## config.mk

```make
export PLATFORM = sky130hd
export DESIGN_NAME = vc_test_rand_delay_mem_resp
export DESIGN_NICKNAME = d
export VERILOG_FILES = /design/src/rtl/vc_test_rand_delay_mem_resp_pkg.sv /design/src/rtl/vc_test_lfsr16.sv /design/src/rtl/vc_test_rand_delay_mem_resp.sv
export SDC_FILE = /design/constraint.sdc
export NUM_CORES = 1
export LEC_CHECK = 0
export CORE_MARGIN = 5
export CORE_UTILIZATION = 23
export CTS_BUF_LIST = sky130_fd_sc_hd__clkbuf_16
export DETAILED_ROUTE_END_ITERATION = 8
export HOLD_SLACK_MARGIN = 0.05
export PLACE_DENSITY_LB_ADDON = 0.12
export SETUP_SLACK_MARGIN = 0.15
export SYNTH_ARGS = -nofsm -noshare
export SYNTH_HDL_FRONTEND = slang
export SYNTH_HIERARCHICAL = 1
export SYNTH_SLANG_ARGS = --single-unit
```

## constraint.sdc

```tcl
create_clock -name clk -period 2.49 [get_ports clk]
set_clock_uncertainty 0.2 [all_clocks]
set_input_delay 0.249 -clock clk [delete_from_list [all_inputs] [get_ports clk]]
set_output_delay 0.249 -clock clk [all_outputs]
set_load 0.01 [all_outputs]
```

## src/rtl/vc_test_rand_delay_mem_resp_pkg.sv

```systemverilog
// Shared definitions for the random-delay memory response buffer:
// FSM state encodings, LFSR tap mask, default seed and the LFSR step function.
package vc_test_rand_delay_mem_resp_pkg;

    typedef enum logic [1:0] {
        IDLE  = 2'd0,
        DELAY = 2'd1,
        SEND  = 2'd2
    } state_e;

    // Galois tap mask for x^16 + x^14 + x^13 + x^11 (right-shifting form)
    localparam logic [15:0] LFSR_TAPS    = 16'hB400;
    localparam logic [15:0] DEFAULT_SEED = 16'hACE1;

    function automatic logic [15:0] lfsr_step(input logic [15:0] s);
        return s[0] ? ((s >> 1) ^ LFSR_TAPS) : (s >> 1);
    endfunction

endpackage

```

## src/rtl/vc_test_lfsr16.sv

```systemverilog
// 16-bit Galois LFSR that advances one step per cycle while en is high.
// The register loads p_seed during the asynchronous active-low reset.
module vc_test_lfsr16
    import vc_test_rand_delay_mem_resp_pkg::*;
#(
    parameter logic [15:0] p_seed = DEFAULT_SEED
) (
    input  logic        clk,
    input  logic        reset,
    input  logic        en,
    output logic [15:0] out
);

    logic [15:0] lfsr_q;
    logic [15:0] lfsr_d;

    always_comb begin
        lfsr_d = en ? lfsr_step(lfsr_q) : lfsr_q;
    end

    always_ff @(posedge clk or negedge reset) begin
        if (!reset) begin
            lfsr_q <= p_seed;
        end else begin
            lfsr_q <= lfsr_d;
        end
    end

    assign out = lfsr_q;

endmodule

```

## src/rtl/vc_test_rand_delay_mem_resp.sv

```systemverilog
// Single-entry buffer that holds each memory response for 0..p_max_delay extra cycles.
// Define VC_TEST_RAND_DELAY_STATS_EN to add the msg_count/stall_count outputs.
module vc_test_rand_delay_mem_resp
    import vc_test_rand_delay_mem_resp_pkg::*;
#(
    parameter int          p_msg_sz    = 37,
    parameter int          p_max_delay = 7,
    parameter logic [15:0] p_seed      = DEFAULT_SEED
) (
    input  logic                clk,
    input  logic                reset,
    input  logic                in_val,
    output logic                in_rdy,
    input  logic [p_msg_sz-1:0] in_msg,
    output logic                out_val,
    input  logic                out_rdy,
    output logic [p_msg_sz-1:0] out_msg
`ifdef VC_TEST_RAND_DELAY_STATS_EN
    ,
    output logic [31:0]         msg_count,
    output logic [31:0]         stall_count
`endif
);

    localparam int          CW  = (p_max_delay < 1) ? 1 : $clog2(p_max_delay + 1);
    localparam logic [15:0] MOD = 16'(p_max_delay + 1);

    state_e                state_q, state_d;
    logic [CW-1:0]         count_q, count_d;
    logic [p_msg_sz-1:0]   msg_q, msg_d;
    logic [15:0]           lfsr_val;
    logic [CW-1:0]         delay_draw;
    logic                  accept;

    assign accept     = in_val && in_rdy;
    assign delay_draw = CW'(lfsr_val % MOD);

    vc_test_lfsr16 #(
        .p_seed (p_seed)
    ) u_lfsr (
        .clk   (clk),
        .reset (reset),
        .en    (accept),
        .out   (lfsr_val)
    );

    always_comb begin
        state_d = state_q;
        count_d = count_q;
        msg_d   = msg_q;
        in_rdy  = 1'b0;
        out_val = 1'b0;
        case (state_q)
            IDLE: begin
                in_rdy = 1'b1;
            end
            DELAY: begin
                count_d = count_q - CW'(1);
                if (count_q == CW'(1)) begin
                    state_d = SEND;
                end
            end
            SEND: begin
                out_val = 1'b1;
                in_rdy  = out_rdy;
                if (out_rdy && !in_val) begin
                    state_d = IDLE;
                end
            end
            default: begin
                state_d = IDLE;
            end
        endcase
        // A new message is loaded from IDLE or on a same-cycle dequeue in SEND
        if (accept) begin
            msg_d = in_msg;
            if (delay_draw == '0) begin
                state_d = SEND;
            end else begin
                count_d = delay_draw;
                state_d = DELAY;
            end
        end
    end

    always_ff @(posedge clk or negedge reset) begin
        if (!reset) begin
            state_q <= IDLE;
            count_q <= '0;
            msg_q   <= '0;
        end else begin
            state_q <= state_d;
            count_q <= count_d;
            msg_q   <= msg_d;
        end
    end

    assign out_msg = msg_q;

`ifdef VC_TEST_RAND_DELAY_STATS_EN
    logic [31:0] msg_count_q, stall_count_q;

    always_ff @(posedge clk or negedge reset) begin
        if (!reset) begin
            msg_count_q   <= '0;
            stall_count_q <= '0;
        end else begin
            if (out_val && out_rdy) begin
                msg_count_q <= msg_count_q + 32'd1;
            end
            if (out_val && !out_rdy) begin
                stall_count_q <= stall_count_q + 32'd1;
            end
        end
    end

    assign msg_count   = msg_count_q;
    assign stall_count = stall_count_q;
`endif

`ifndef SYNTHESIS
    a_ctrl_known: assert property (@(posedge clk) disable iff (!reset)
        !$isunknown({in_val, out_rdy}));
`endif

endmodule
```

=== After elaboration in Yosys (flattened, before gate mapping) ===
Cells that the tools add are included.

* Reductions and logical operators: 6
* Eq/ne operators: 6
* Multiplexer cells: 11
* Add/sub/neg operators: 1
* Bitwise logic cells: 1

{| class="wikitable"
|+ Operator list
! operator !! number
|-
| $mux 16 || 1
|-
| $mux 3 || 3
|-
| $mux 2 || 4
|-
| $ne 3x2->1 const B || 2
|-
| $pmux 2 s3 || 1
|-
| $not 3->4 || 1
|-
| $eq 3x1->1 const B || 1
|-
| $logic_not 3->1 || 1
|-
| $reduce_and 3->1 || 1
|-
| $sub 3x1->3 const B || 1
|-
| $eq 2x1->1 const B || 1
|-
| $eq 2x2->1 const B || 1
|-
| $logic_and 1x1->1 || 2
|-
| $logic_not 2->1 || 1
|-
| $ne 2x1->1 const B || 1
|-
| $pmux 1 s2 || 1
|-
| $logic_not 1->1 || 1
|-
| $mux 1 || 1
|}

* Register bits after elaboration: 58

=== Logic depth before layout (Yosys ltp) ===
* Depth after elaboration: 5
* Gate-level depth with buffers: 7
* Depth with buffers taken out: 5

=== Modules after synthesis ===
The synthesis kept the hierarchy.

{| class="wikitable"
|+ By module, submodules not included
! module !! times used !! cells each !! area an instance (um^2) !! sequential area each (um^2)
|-
| vc_test_rand_delay_mem_resp || 1 || 106 || 1699.1 || 1051.0
|-
| vc_test_lfsr16 || 1 || 40 || 655.6 || 410.4
|}

=== Worst setup path before layout ===
OpenSTA, ideal clock, no wires.

* Path kind: register -> register
* Start: register state_q[1]
* End: register u_lfsr.lfsr_q[8] (netlist: u_lfsr/out[8])
* Setup slack: 0.629 ns
* Path buffers: 3
* Cell stages (with the launch flop): 7
* Data required time: 2.165 ns
* Clock period less this slack: 1.861 ns
* Library setup time: 0.125 ns
* Arrival: 1.536 ns
* Cells stage by stage: dfrtp_1 nor2b_4 nor3b_4 buf_6 buf_6 buf_12 mux2_4

* Longest elaborated chain between the ends: 3

{| class="wikitable"
|+ RTL lines
! what !! line !! text
|-
| start, declared || vc_test_rand_delay_mem_resp.sv:28 || <nowiki>state_e state_q, state_d;</nowiki>
|-
| start signal, assigned || vc_test_rand_delay_mem_resp.sv:92 || <nowiki>state_q <= state_d;</nowiki>
|-
| $eq 2x2->1 / $logic_not 2->1 (equally long branches) || vc_test_rand_delay_mem_resp.sv:53 || <nowiki>case (state_q)</nowiki>
|-
| $pmux 1 s2 * || vc_test_rand_delay_mem_resp.sv:53 ||
|-
| $logic_and 1x1->1 * || vc_test_rand_delay_mem_resp.sv:35 || <nowiki>assign accept = in_val && in_rdy;</nowiki>
|-
| named net accept || vc_test_rand_delay_mem_resp.sv:33 || <nowiki>logic accept;</nowiki>
|-
| end signal, assigned || vc_test_lfsr16.sv:23 || <nowiki>lfsr_q <= p_seed;</nowiki>
|-
| end signal, assigned || vc_test_lfsr16.sv:25 || <nowiki>lfsr_q <= lfsr_d;</nowiki>
|-
| end, declared || vc_test_lfsr16.sv:14 || <nowiki>logic [15:0] lfsr_q;</nowiki>
|}

Mark *: on every way through the listed nets, which the timed path passes. The rest lies on a longest branch.
A chain may end at the register's enable or synchronous reset.

=== Final worst setup path ===
* Start: register state_q[1]
* End: output port in_rdy

* Longest elaborated chain between the ends: 2

{| class="wikitable"
|+ RTL lines
! what !! line !! text
|-
| $eq 2x2->1 / $logic_not 2->1 (equally long branches) || vc_test_rand_delay_mem_resp.sv:53 ||
|-
| $pmux 1 s2 * || vc_test_rand_delay_mem_resp.sv:53 ||
|-
| end, declared || vc_test_rand_delay_mem_resp.sv:13 || <nowiki>output logic in_rdy,</nowiki>
|}

Mark *: on every way between the ends. The rest lies on a longest branch, timed or not.

==> flow_summary.toml <==
[sta]
setup_violations = 0
max_freq_mhz = 511
fin_setup_tns_ns = 0
setup_slack_ns = 0.532
final_max_slew_viol_count = 0
grt_setup_unrepaired = "no"
finalCritPeriodShare_pct = 78.6
whs_ns = 0.227
fin_crit_ns = 1.96
worstMarginPinSlew_ns = 0.492
timing.slew.headroom_pct = 67.2
hold_viol_final = 0

[floorplanning]
row_count = 37
die_area_um2 = 12400
die_y_um = 111
core_um2 = 10100
ios = 80
start_util_pct = 23.2
die_x_um = 111

[cells_and_area]
n_antenna_cell = 0
n_fill_cell = 1006
syn2layout_area_growth_pct = 51.3
multi_input_comb_area_um2 = 806
regArea_um2 = 1460
final_nets = 278
drive_above_1_share_pct = 31.4
design_area_um2 = 3560

[synthesis]
yosys.area_share.adder_pct = 1.06
synth_top_family_by_area = "multiplexers"
synth.area.mux_share_pct = 25.0
ys_ff_latch = 58
yosysTopAreaCell = "dfrtp_1"
ys_seq_area_share_pct = 62.1
synth_edf_count = 0
syn_avg_cell_area_um2 = 16.1
synth_area_um2 = 2350
ys.flop_type = "dfrtp_1"
synth_async_sr_flop_share_pct = 100
synth_area_leaders = "dfrtp_1 (53%), mux2_2 (21%), dfstp_2 (8.9%)"
netlist.area_leader.share_pct = 53.1
synth-simple-area-share_pct = 3.61
synth_xor_xnor_area_share_pct = 1.86
syn_inst = 146
synth_common_cells = "dfrtp_1 (50), mux2_2 (44), dfstp_2 (8), buf_6 (5), nor2_1 (5)"
synth_nets = 189
synth_cell_types = 23
yosys_warnings = 6
post-synth-top-count-cell = "dfrtp_1"
synth_compound_area_share_pct = 2.66

[clock_network]
ctsHoldBuffers = 1
ctsResizeCount = 0
clockRootBuffer = "clkbuf_16"
clk_pin_slew_ns = 0.05
cts_sinks = 58
numCtsBuffers = 9
htreeDepth = 3
cts_tree = "done"
clkLatencyLatePin_ns = 0.32
cts_buffer_depth = 2
post_cts_buffers = 0

[placement]
post_dp_cell_area_um2 = 3300
dp_hpwl_um = 3400
pre_cts_slack_ns = 0.429
gp_congestion = 0.689
io_buffers = 79

[detailed_routing]
wl_per_cell_um = 13.2
drt-initial-drc-count = 31
drt-vias-per-instance = 3.94
route.vias.total = 1476
drcViolationCount = 0
dr.pass1.iters = 4
wl_um = 4950
ant_nets = 0

[worst_setup_path]
crit_path_top_delay_cell = "clkdlybuf4s50_1"
arrival_ns = 1.51
path_delay_family = "buffers and inverters"
path_cells = "nor2b_4 > nor2_1 > clkdlybuf4s50_1"
path_max_fanout = 4
cp.required_ns = 2.04
path_buf_inv = 1
crit_type = "register to primary output"
max_stage_delay_ns = 0.55
startpoint_type = "register"
endpoint_kind = "primary output"

[global_route]
grt_max_degree = 40
grt_usage_pct = 8.46
antenna_found_initial = 0
overflow = 0
grt_pass1_wl_um = 8350
first_global_vias = 1592

[outcome]
status = "finished, final reports clean"

[pwr]
p_sw_share_pct = 28.8
switching_power_mw = 1.36
sequentialPowerShare_pct = 37.4
leakagePower_nw = 1.43
max-vdd-ir-drop_uv = 346
power.internal_mw = 3.35
power_frac_clock_pct = 22.0
combPwrFrac_pct = 40.6
powerDensity_nw_per_um2 = 1320

[run]
maxCapViolations = 0

[min_path]
hold_class = "input port to asynchronous set/reset pin"
[power groups by stage]
stage / clock network, mW / registers (mW) / logic (mW)
after CTS: 1.09 / 1.77 / 1.95
final: 1.04 / 1.76 / 1.91
after floorplan: 0 / 1.88 / 0.933
after global placement: 0 / 1.79 / 1.93
after detailed placement: 0 / 1.79 / 1.94
after global routing: 1.13 / 1.84 / 2.06
[state kept, by name, summed over array words and instances, names as in the netlist]
| register | cells |
|---|---|
| count_q | 3 |
| u_lfsr/out | 16 |
| state_q | 2 |
| out_msg | 37 |
[placed cells by master, fill, tap and decap left out, types with 2 or more instances in the layout]
master / count
o2bb2ai_1: 3
dfstp_2: 8
clkdlybuf4s50_1: 78
dfrtp_1: 50
xnor2_1: 4
mux2_2: 44
mux2_1: 3
ha_1: 2
a21oi_1: 4
nor2_1: 5
clkinv_2: 3
clkbuf_16: 9
buf_12: 3
inv_1: 4
mux2_4: 4
clkinv_1: 2
[cells by family (layout without fill, tap and decap cells)]
logic type	after synthesis	after routing
AO/OA/AOI/OAI	9	9
XOR/XNOR	5	5
adder cells (fa/ha/maj)	2	2
buffers and inverters	9	102
flip-flops	58	58
multiplexers	51	51
AND/OR/NAND/NOR	12	12
[stage by stage]
| step | cells | total power [mW] | utilization [%] |
|---|---|---|---|
| after floorplan | 146 | 2.82 | - |
| after global placement | 359 | 3.72 | 32.6 |
| after detailed placement | 359 | 3.72 | 32.6 |
| after CTS | 375 | 4.82 | 35.1 |
| after global routing | 375 | 5.03 | 35.1 |
| final | 375 | 4.71 | 35.1 |
[metal layers]
| metal | global-route usage (%) | up-vias | routed length (µm) |
|---|---|---|---|
| li1 | - | 692 | - |
| met1 | 10.5 | 730 | 2280 |
| met2 | 12.5 | 48 | 2280 |
| met3 | 4.48 | 6 | 323 |
| met4 | 3.16 | 0 | 67 |
| met5 | 0 | - | 0 |
[path summary, 6_finish.rpt]
kind,from,to,slack [ns],cells past startpoint
setup reg to reg,state_q[1]$_DFFE_PN0P_,out_msg[31]$_DFFE_PN0P_,0.70,4
hold / removal,reset,out_msg[4]$_DFFE_PN0P_,0.23,2
max in group asynchronous,reset,u_lfsr/out[10]$_DFFE_PN1P_,1.22,3
setup / recovery,state_q[1]$_DFFE_PN0P_,in_rdy,0.53,3
min in group clk,out_msg[21]$_DFFE_PN0P_,out_msg[21]$_DFFE_PN0P_,0.29,1
hold reg to reg,out_msg[21]$_DFFE_PN0P_,out_msg[21]$_DFFE_PN0P_,0.29,1
[cell type report]
cell class	instances	share of cell area [%]
multi-input combinational	79	22.6
tap	136	4.78
clock inverter	6	0.737
inverter	3	0.316
timing repair buffer	84	24.2
sequential	58	41.0
clock buffer	9	6.32
Power figures use the tool's default switching activity.
